==> src/rtl/sync_pkg.sv <==
// Shared constants and helpers for the filtered multi-channel bus synchroniser.
package sync_pkg;

  localparam int OVW_HOLD   = 0;
  localparam int OVW_LATEST = 1;

  function automatic int cnt_width(input int stable_cycles);
    return (stable_cycles < 1) ? 1 : $clog2(stable_cycles + 1);
  endfunction

endpackage

==> src/rtl/sync_bus_chan.sv <==
// One channel: N_STAGE synchroniser, stability filter, commit logic and
// valid/ready output register with sticky overflow.
module sync_bus_chan
  import sync_pkg::*;
#(
  parameter int               WIDTH         = 8,
  parameter int               N_STAGE       = 2,
  parameter int               STABLE_CYCLES = 4,
  parameter logic [WIDTH-1:0] RST_VAL       = '0,
  parameter int               OVERWRITE     = OVW_LATEST
) (
  input  logic             clk,
  input  logic             rst_n,
  input  logic [WIDTH-1:0] din,
  output logic [WIDTH-1:0] dout,
  output logic             dout_vld,
  input  logic             dout_rdy,
  output logic             ovf,
  input  logic             ovf_clr
);

  localparam int            CW      = cnt_width(STABLE_CYCLES);
  localparam logic [CW-1:0] CNT_MAX = CW'(STABLE_CYCLES);

  (* ASYNC_REG = "TRUE" *) logic [WIDTH-1:0] sync_ff [N_STAGE];
  logic [WIDTH-1:0] sync;
  logic [WIDTH-1:0] sync_d;
  logic [WIDTH-1:0] committed;
  logic [CW-1:0]    cnt;
  logic             want, stall, blocked, commit, ovf_set;

  assign sync = sync_ff[N_STAGE-1];

  always_ff @(posedge clk or negedge rst_n) begin
    if (!rst_n) begin
      for (int i = 0; i < N_STAGE; i++) sync_ff[i] <= RST_VAL;
    end else begin
      sync_ff[0] <= din;
      for (int i = 1; i < N_STAGE; i++) sync_ff[i] <= sync_ff[i-1];
    end
  end

  // Stability filter: counter restarts whenever the synced value moves
  always_ff @(posedge clk or negedge rst_n) begin
    if (!rst_n) begin
      sync_d <= RST_VAL;
      cnt    <= '0;
    end else begin
      sync_d <= sync;
      if (sync != sync_d)    cnt <= '0;
      else if (cnt != CNT_MAX) cnt <= cnt + 1'b1;
    end
  end

  // A held output under HOLD mode defers the commit; committed stays old so it retries
  always_comb begin
    want    = (sync == sync_d) && (cnt == CNT_MAX) && (sync != committed);
    stall   = dout_vld && !dout_rdy;
    blocked = (OVERWRITE == OVW_HOLD) && stall;
    commit  = want && !blocked;
    ovf_set = want && stall;
  end

  always_ff @(posedge clk or negedge rst_n) begin
    if (!rst_n) begin
      committed <= RST_VAL;
      dout      <= RST_VAL;
      dout_vld  <= 1'b0;
      ovf       <= 1'b0;
    end else begin
      if (commit) begin
        committed <= sync;
        dout      <= sync;
        dout_vld  <= 1'b1;
      end else if (dout_vld && dout_rdy) begin
        dout_vld  <= 1'b0;
      end
      if (ovf_set)      ovf <= 1'b1;
      else if (ovf_clr) ovf <= 1'b0;
    end
  end

endmodule

==> src/rtl/sync_bus_filtered.sv <==
// CHANNELS independent filtered bus synchronisers; top level only slices and packs.
module sync_bus_filtered
  import sync_pkg::*;
#(
  parameter int               CHANNELS      = 2,
  parameter int               WIDTH         = 8,
  parameter int               N_STAGE       = 2,
  parameter int               STABLE_CYCLES = 4,
  parameter logic [WIDTH-1:0] RST_VAL       = '0,
  parameter int               OVERWRITE     = OVW_LATEST
) (
  input  logic                      clk,
  input  logic                      rst_n,
  input  logic [CHANNELS*WIDTH-1:0] din,
  output logic [CHANNELS*WIDTH-1:0] dout,
  output logic [CHANNELS-1:0]       dout_vld,
  input  logic [CHANNELS-1:0]       dout_rdy,
  output logic [CHANNELS-1:0]       ovf,
  input  logic [CHANNELS-1:0]       ovf_clr
);

  for (genvar c = 0; c < CHANNELS; c++) begin : g_chan
    sync_bus_chan #(
      .WIDTH        (WIDTH),
      .N_STAGE      (N_STAGE),
      .STABLE_CYCLES(STABLE_CYCLES),
      .RST_VAL      (RST_VAL),
      .OVERWRITE    (OVERWRITE)
    ) u_chan (
      .clk     (clk),
      .rst_n   (rst_n),
      .din     (din[c*WIDTH +: WIDTH]),
      .dout    (dout[c*WIDTH +: WIDTH]),
      .dout_vld(dout_vld[c]),
      .dout_rdy(dout_rdy[c]),
      .ovf     (ovf[c]),
      .ovf_clr (ovf_clr[c])
    );
  end

endmodule

==> config.mk <==
export PLATFORM = sky130hd
export DESIGN_NAME = sync_bus_filtered
export DESIGN_NICKNAME = d
export VERILOG_FILES = /design/src/rtl/sync_pkg.sv /design/src/rtl/sync_bus_chan.sv /design/src/rtl/sync_bus_filtered.sv
export SDC_FILE = /design/constraint.sdc
export NUM_CORES = 1
export LEC_CHECK = 0
export ABC_CLOCK_PERIOD_IN_PS = 1700
export BUFFER_PORTS_ARGS = -buffer_cell sky130_fd_sc_hd__buf_2
export CAP_MARGIN = 20
export CORE_UTILIZATION = 43
export DETAILED_ROUTE_END_ITERATION = 6
export HOLD_SLACK_MARGIN = 0.02
export PLACE_DENSITY = 0.76
export SLEW_MARGIN = 20
export SYNTH_ARGS = -nofsm -noshare
export SYNTH_HDL_FRONTEND = slang
export SYNTH_SLANG_ARGS = --single-unit
==> constraint.sdc <==
create_clock -name clk -period 1.7 [get_ports clk]
set_input_delay 0 -clock clk [delete_from_list [all_inputs] [get_ports clk]]
set_output_delay 0 -clock clk [all_outputs]
set_load 0.01 [all_outputs]
# Word level (Yosys, flattened, before mapping)
# Cells that the tools add are included.
# totals
input_bits,22
register_bits,74
wordCells,56
out_inout_bits,20
# op_classes
eq_ne,10
muxes,12
n_reduce_logical,18
n_addsub,2
# ops
op,count
$ne 8x8->1,4
$eq 8x8->1,2
$mux 3,4
$reduce_bool 2->1,6
$logic_and 1x1->1,10
$mux 1,8
$add 3x1->3 const B,2
$eq 3x3->1 const B,2
$ne 3x3->1 const B,2
$logic_not 1->1,2

# Logic depth before layout (Yosys ltp)
# logic_depth
word_depth,5
ltp_mapped,6
mapped_depth_nobuf,5

# By module
# From an unflattened synthesis, not the netlist that was laid out.
# hier_totals
cells_unflattened,172
hier_area_um2,2720.1
# modules_own_cells
module,seq_area_each_um2,cells_each,area_per_inst_um2,instances
sync_bus_chan,925.9,86,1360.1,2

# Least setup slack after synthesis
# No wires, ideal clock.
# synth_timing
path_type,register to register
startpoint,"register g_chan[1].u_chan.sync_ff, in the netlist g_chan[1].u_chan.sync[1]"
endpoint,register g_chan[1].u_chan.dout[0]
n_path_buf,1
setup_time_ns,0.125
t_required_ns,1.575
arrival_ns,1.526
synth_period_minus_slack_ns,1.651
path_slack_ns,0.049
stages_incl_launch_ff,6
cell_sequence,dfrtp_1 > xor2_1 > nor4_2 > o2111a_1 > buf_6 > mux2_4
# synth_between
elab_chain_len,3
word_cells_on_any_way,4
cone_classes,eq/ne (2); reduce/logical (2)
# synth_rtl
item,line_no,source
"start, declared",sync_bus_chan.sv:25,"(* ASYNC_REG = ""TRUE"" *) logic [WIDTH-1:0] sync_ff [N_STAGE];"
$eq 8x8->1,sync_bus_chan.sv:57,want = (sync == sync_d) && (cnt == CNT_MAX) && (sync != committed);
$logic_and 1x1->1,sync_bus_chan.sv:57,
$logic_and 1x1->1 *,sync_bus_chan.sv:57,
"end signal, assigned",sync_bus_chan.sv:73,dout <= sync;
"end, declared",sync_bus_chan.sv:15,"output logic [WIDTH-1:0] dout,"
# Mark *: on every way between the ends. The rest lies on a longest branch, timed or not.
# A chain may end at the register's enable or synchronous reset.

# Worst setup path after layout
# layout_timing
startpoint,"register g_chan[0].u_chan.sync_ff, in the netlist g_chan[0].u_chan.sync[7]"
endpoint,register g_chan[0].u_chan.dout[5]
# layout_between
elab_chain_len,3
word_cells_on_any_way,4
cone_classes,eq/ne (2); reduce/logical (2)
# layout_rtl
item,line_no
"start, declared",sync_bus_chan.sv:25
$eq 8x8->1,sync_bus_chan.sv:57
$logic_and 1x1->1,sync_bus_chan.sv:57
$logic_and 1x1->1 *,sync_bus_chan.sv:57
"end signal, assigned",sync_bus_chan.sv:73
"end, declared",sync_bus_chan.sv:15
# Marked as above.

==> impl_metrics.csv <==
group,metric,value,unit
critical_path,critPathArrivalTime,2.04,ns
synthesis,synthSimpleGateAreaFrac,5.647,%
place,dp.cells,298,
clock_tree,cts_made_buffers,9,
final_layout,multi_input_area,880.8,um2
synthesis,syn-num-nets,202,
route,drt-wirelength-per-cell,14.43,um
critical_path,cp-end-kind,"flop",
final_layout,final_core_util,62.56,%
synthesis,synthMuxAreaShare,8.743,%
floorplan,start_util,45.60,%
timing,finalSetupViolCount,18,
route,drtAntennaViolNets,0,
clock_tree,cts_tree,"done",
synthesis,synthCells,176,
global_route,grt_max_degree,51,
global_route,grt_pass1_vias,1672,
final_layout,fin_cells,346,
final_layout,area_delta_synth_final,37.20,%
place,dp.final_hpwl,2.887,mm
clock_tree,clkTransAtPathRegs,0.08,ns
clock_tree,cts-root-buf,"clkbuf_8",
synthesis,synth-seq-cells,74,
floorplan,rows,28,
critical_path,crit_path_start_kind,"flop",
synthesis,synthAdderAreaFrac,1.821,%
route,wirelength,4.994,mm
final_layout,drive_above_1_share,40.22,%
global_route,antenna_found_initial,0,
route,drcViolationCount,0,
timing,hold_viol,0,
synthesis,yosys.cell_types.count,21,
synthesis,syn_area,0.002748,mm2
synthesis,ys_warn_count,0,
place,place_congestion,0.7058,
timing,setup_slack,-0.1071,ns
floorplan,die_w,81.94,um
final_layout,fill_cells,434,
run_status,violations,"setup timing",
critical_path,worst_ep_required_time,1.93,ns
pwr,powerDensity,1045,mW/mm2
pwr,ir_drop,0.0006265,V
route,dr.pass1.iters,4,
critical_path,crit_fanout,6,
timing,fin_skew,0.008484,ns
floorplan,ios,42,
run_status,run_status,"finished, violations left",
clock_tree,clock_latency,0.35,ns
synthesis,avgSynthCellArea,15.61,um2
timing,period_minus_slack,1.807,ns
global_route,grtUsageTotal,16.29,%
final_layout,num-nets-final,292,
place,placed_area,0.003097,mm2
timing,relSlewSlack,79.47,%
hold_path,worst_hold_path_type,"in -> async",
floorplan,coreArea,0.006026,mm2
route,first_iter_violations,81,
route,vias_per_cell,4.630,
synthesis,synth-compound-area-share,2.550,%
clock_tree,clock_sinks,74,
final_layout,n_antenna_cell,0,
synthesis,synth_xor_xnor_area_share,10.84,%
pwr,p_leak,1.808,nW
timing,rsz0062_at_grt,"yes",
synthesis,yosysSeqAreaShare,67.40,%
timing,slew_viol_final,0,
flow_run,maxCapViolations,0,
timing,finalCritPeriodShare,106.3,%
pwr,total_power,3.941,mW
synthesis,synth_top_family_by_area,"XOR/XNOR gates",
route,vias,1602,
place,port_buffers,41,
floorplan,die_y,81.94,um
place,dpl_worst_slack,-0.07804,ns
clock_tree,clockBufferDepth,2,
final_layout,fin_area,0.003770,mm2
timing,worstMarginPinSlew,0.3070,ns
global_route,grt_pass1_wl,7.769,mm
final_layout,register_area,0.001853,mm2
floorplan,die_area,0.006713,mm2
timing,fmax,0.5534,GHz
critical_path,worst-setup-path-type,"reg -> reg",
global_route,overflow,0,
clock_tree,ctsHtreeMaxLevel,3,
-- per-layer routing --
metal | track usage, % | routed length [um]
met5 | 0 | 0
met2 | 25.12 | 2531
met4 | 9.474 | 121
met1 | 20.78 | 2208
met3 | 4.111 | 133
-- worst paths after layout --
check                                                             from                                      to  slack, ns  cells past startpoint
worst max-delay path                g_chan[0].u_chan.sync[7]$_DFF_PN0_    g_chan[0].u_chan.dout[5]$_DFFE_PN0P_      -0.11                      5
worst max register to register      g_chan[0].u_chan.sync[7]$_DFF_PN0_    g_chan[0].u_chan.dout[5]$_DFFE_PN0P_      -0.11                      5
worst min register to register  g_chan[1].u_chan.sync_ff[15]$_DFF_PN0_      g_chan[1].u_chan.sync[7]$_DFF_PN0_       0.34                      0
max in group asynchronous                                        rst_n  g_chan[1].u_chan.sync_ff[15]$_DFF_PN0_       1.24                      3
worst min-delay path                                             rst_n    g_chan[0].u_chan.sync_d[6]$_DFF_PN0_       0.19                      3
min in group clk                                                din[7]  g_chan[0].u_chan.sync_ff[15]$_DFF_PN0_       0.29                      2
-- cell usage after synthesis --
cell	count	area share, %
dfrtp_1	74	67
xnor2_1	18	5.7
mux2_4	16	8.7
xor2_1	16	5.1
inv_1	8	1.1
nand2_1	6	0.82
nor2_1	6	0.82
buf_4	4	1.1
ha_1	4	1.8
nand4_1	4	0.91
nor4_2	4	1.8
a21oi_1	2	0.36
and2_1	2	0.46
buf_6	2	0.82
nand2b_1	2	0.46
nor3_1	2	0.36
o2111a_1	2	0.82
a21o_1	1	0.27
a21o_2	1	0.32
a32o_1	1	0.36
a32o_2	1	0.41
-- per-stage QoR --
| step | setup TNS (ns) | hold WS [ns] |
|---|---|---|
| 5_1_grt | -2.607 | 0.2164 |
| 3_5_place_dp | -0.9638 | 0.04192 |
| 4_1_cts | -1.148 | 0.2004 |
| 3_3_place_gp | -0.6921 | 0.02622 |
| 2_1_floorplan | 0 | -0.2956 |
| 6_report | -1.351 | 0.1911 |
-- cell families (layout without fill, tap and decap cells) --
kind of cell	after synthesis	after routing
AO/OA/AOI/OAI	8	8
AND/OR/NAND/NOR	26	26
adder cells (fa/ha/maj)	4	4
multiplexers	16	16
buffers and inverters	14	109
XOR/XNOR	34	34
flip-flops	74	74
-- placed cells by master (no fill, tap or decap), types with 4 or more instances in the layout --
master         Yosys  final
buf_2              0     41
buf_4              4     15
buf_6              2      7
bufinv_16          0      4
clkbuf_8           0     12
dfrtp_1           74     73
dlygate4sd3_1      0     21
ha_1               4      4
inv_1              8      8
mux2_4            16     16
nand2_1            6      6
nand4_1            4      4
nor2_1             6      6
xnor2_1           18     15
xor2_1            16     14
-- power by group --
part           leakage (nW)  internal (mW)  switching (mW)
combinational         0.743          0.117          0.0994
clock                 0.143           1.24           0.623
sequential            0.922           1.82          0.0394
-- critical path, cell delays in order, from the launching register on --
cell and delay [ns]:
dfrtp_1 0.41, xor2_1 0.19, nor4_4 0.33, o2111a_1 0.30, buf_6 0.16, mux2_4 0.29
-- timing repair --
action,CTS,global route
gates cloned,0,0
setup endpoints to repair,18,20
pin swaps,6,9
hold endpoints to repair,94,0
buffers inserted,6,5
hold buffers,21,0
gates resized for setup,4,13
-- area by class of cell --
class / count / share of cell area, %
Sequential cell: 74 / 49.15
Clock inverter: 4 / 3.186
Multi-Input combinational cell: 88 / 23.37
Clock buffer: 12 / 4.381
Tap cell: 75 / 2.489
Inverter: 8 / 0.7965
Timing Repair Buffer: 85 / 16.63
-- state kept, by name (all words and copies together) (netlist names) --
signal                  flops
g_chan.u_chan.sync_ff      16
g_chan.u_chan.sync         16
g_chan.u_chan.dout_vld      2
g_chan.u_chan.sync_d       16
g_chan.u_chan.dout         16
g_chan.u_chan.ovf           2
g_chan.u_chan.cnt           6
No activity file was read; power rests on OpenSTA's default activity.
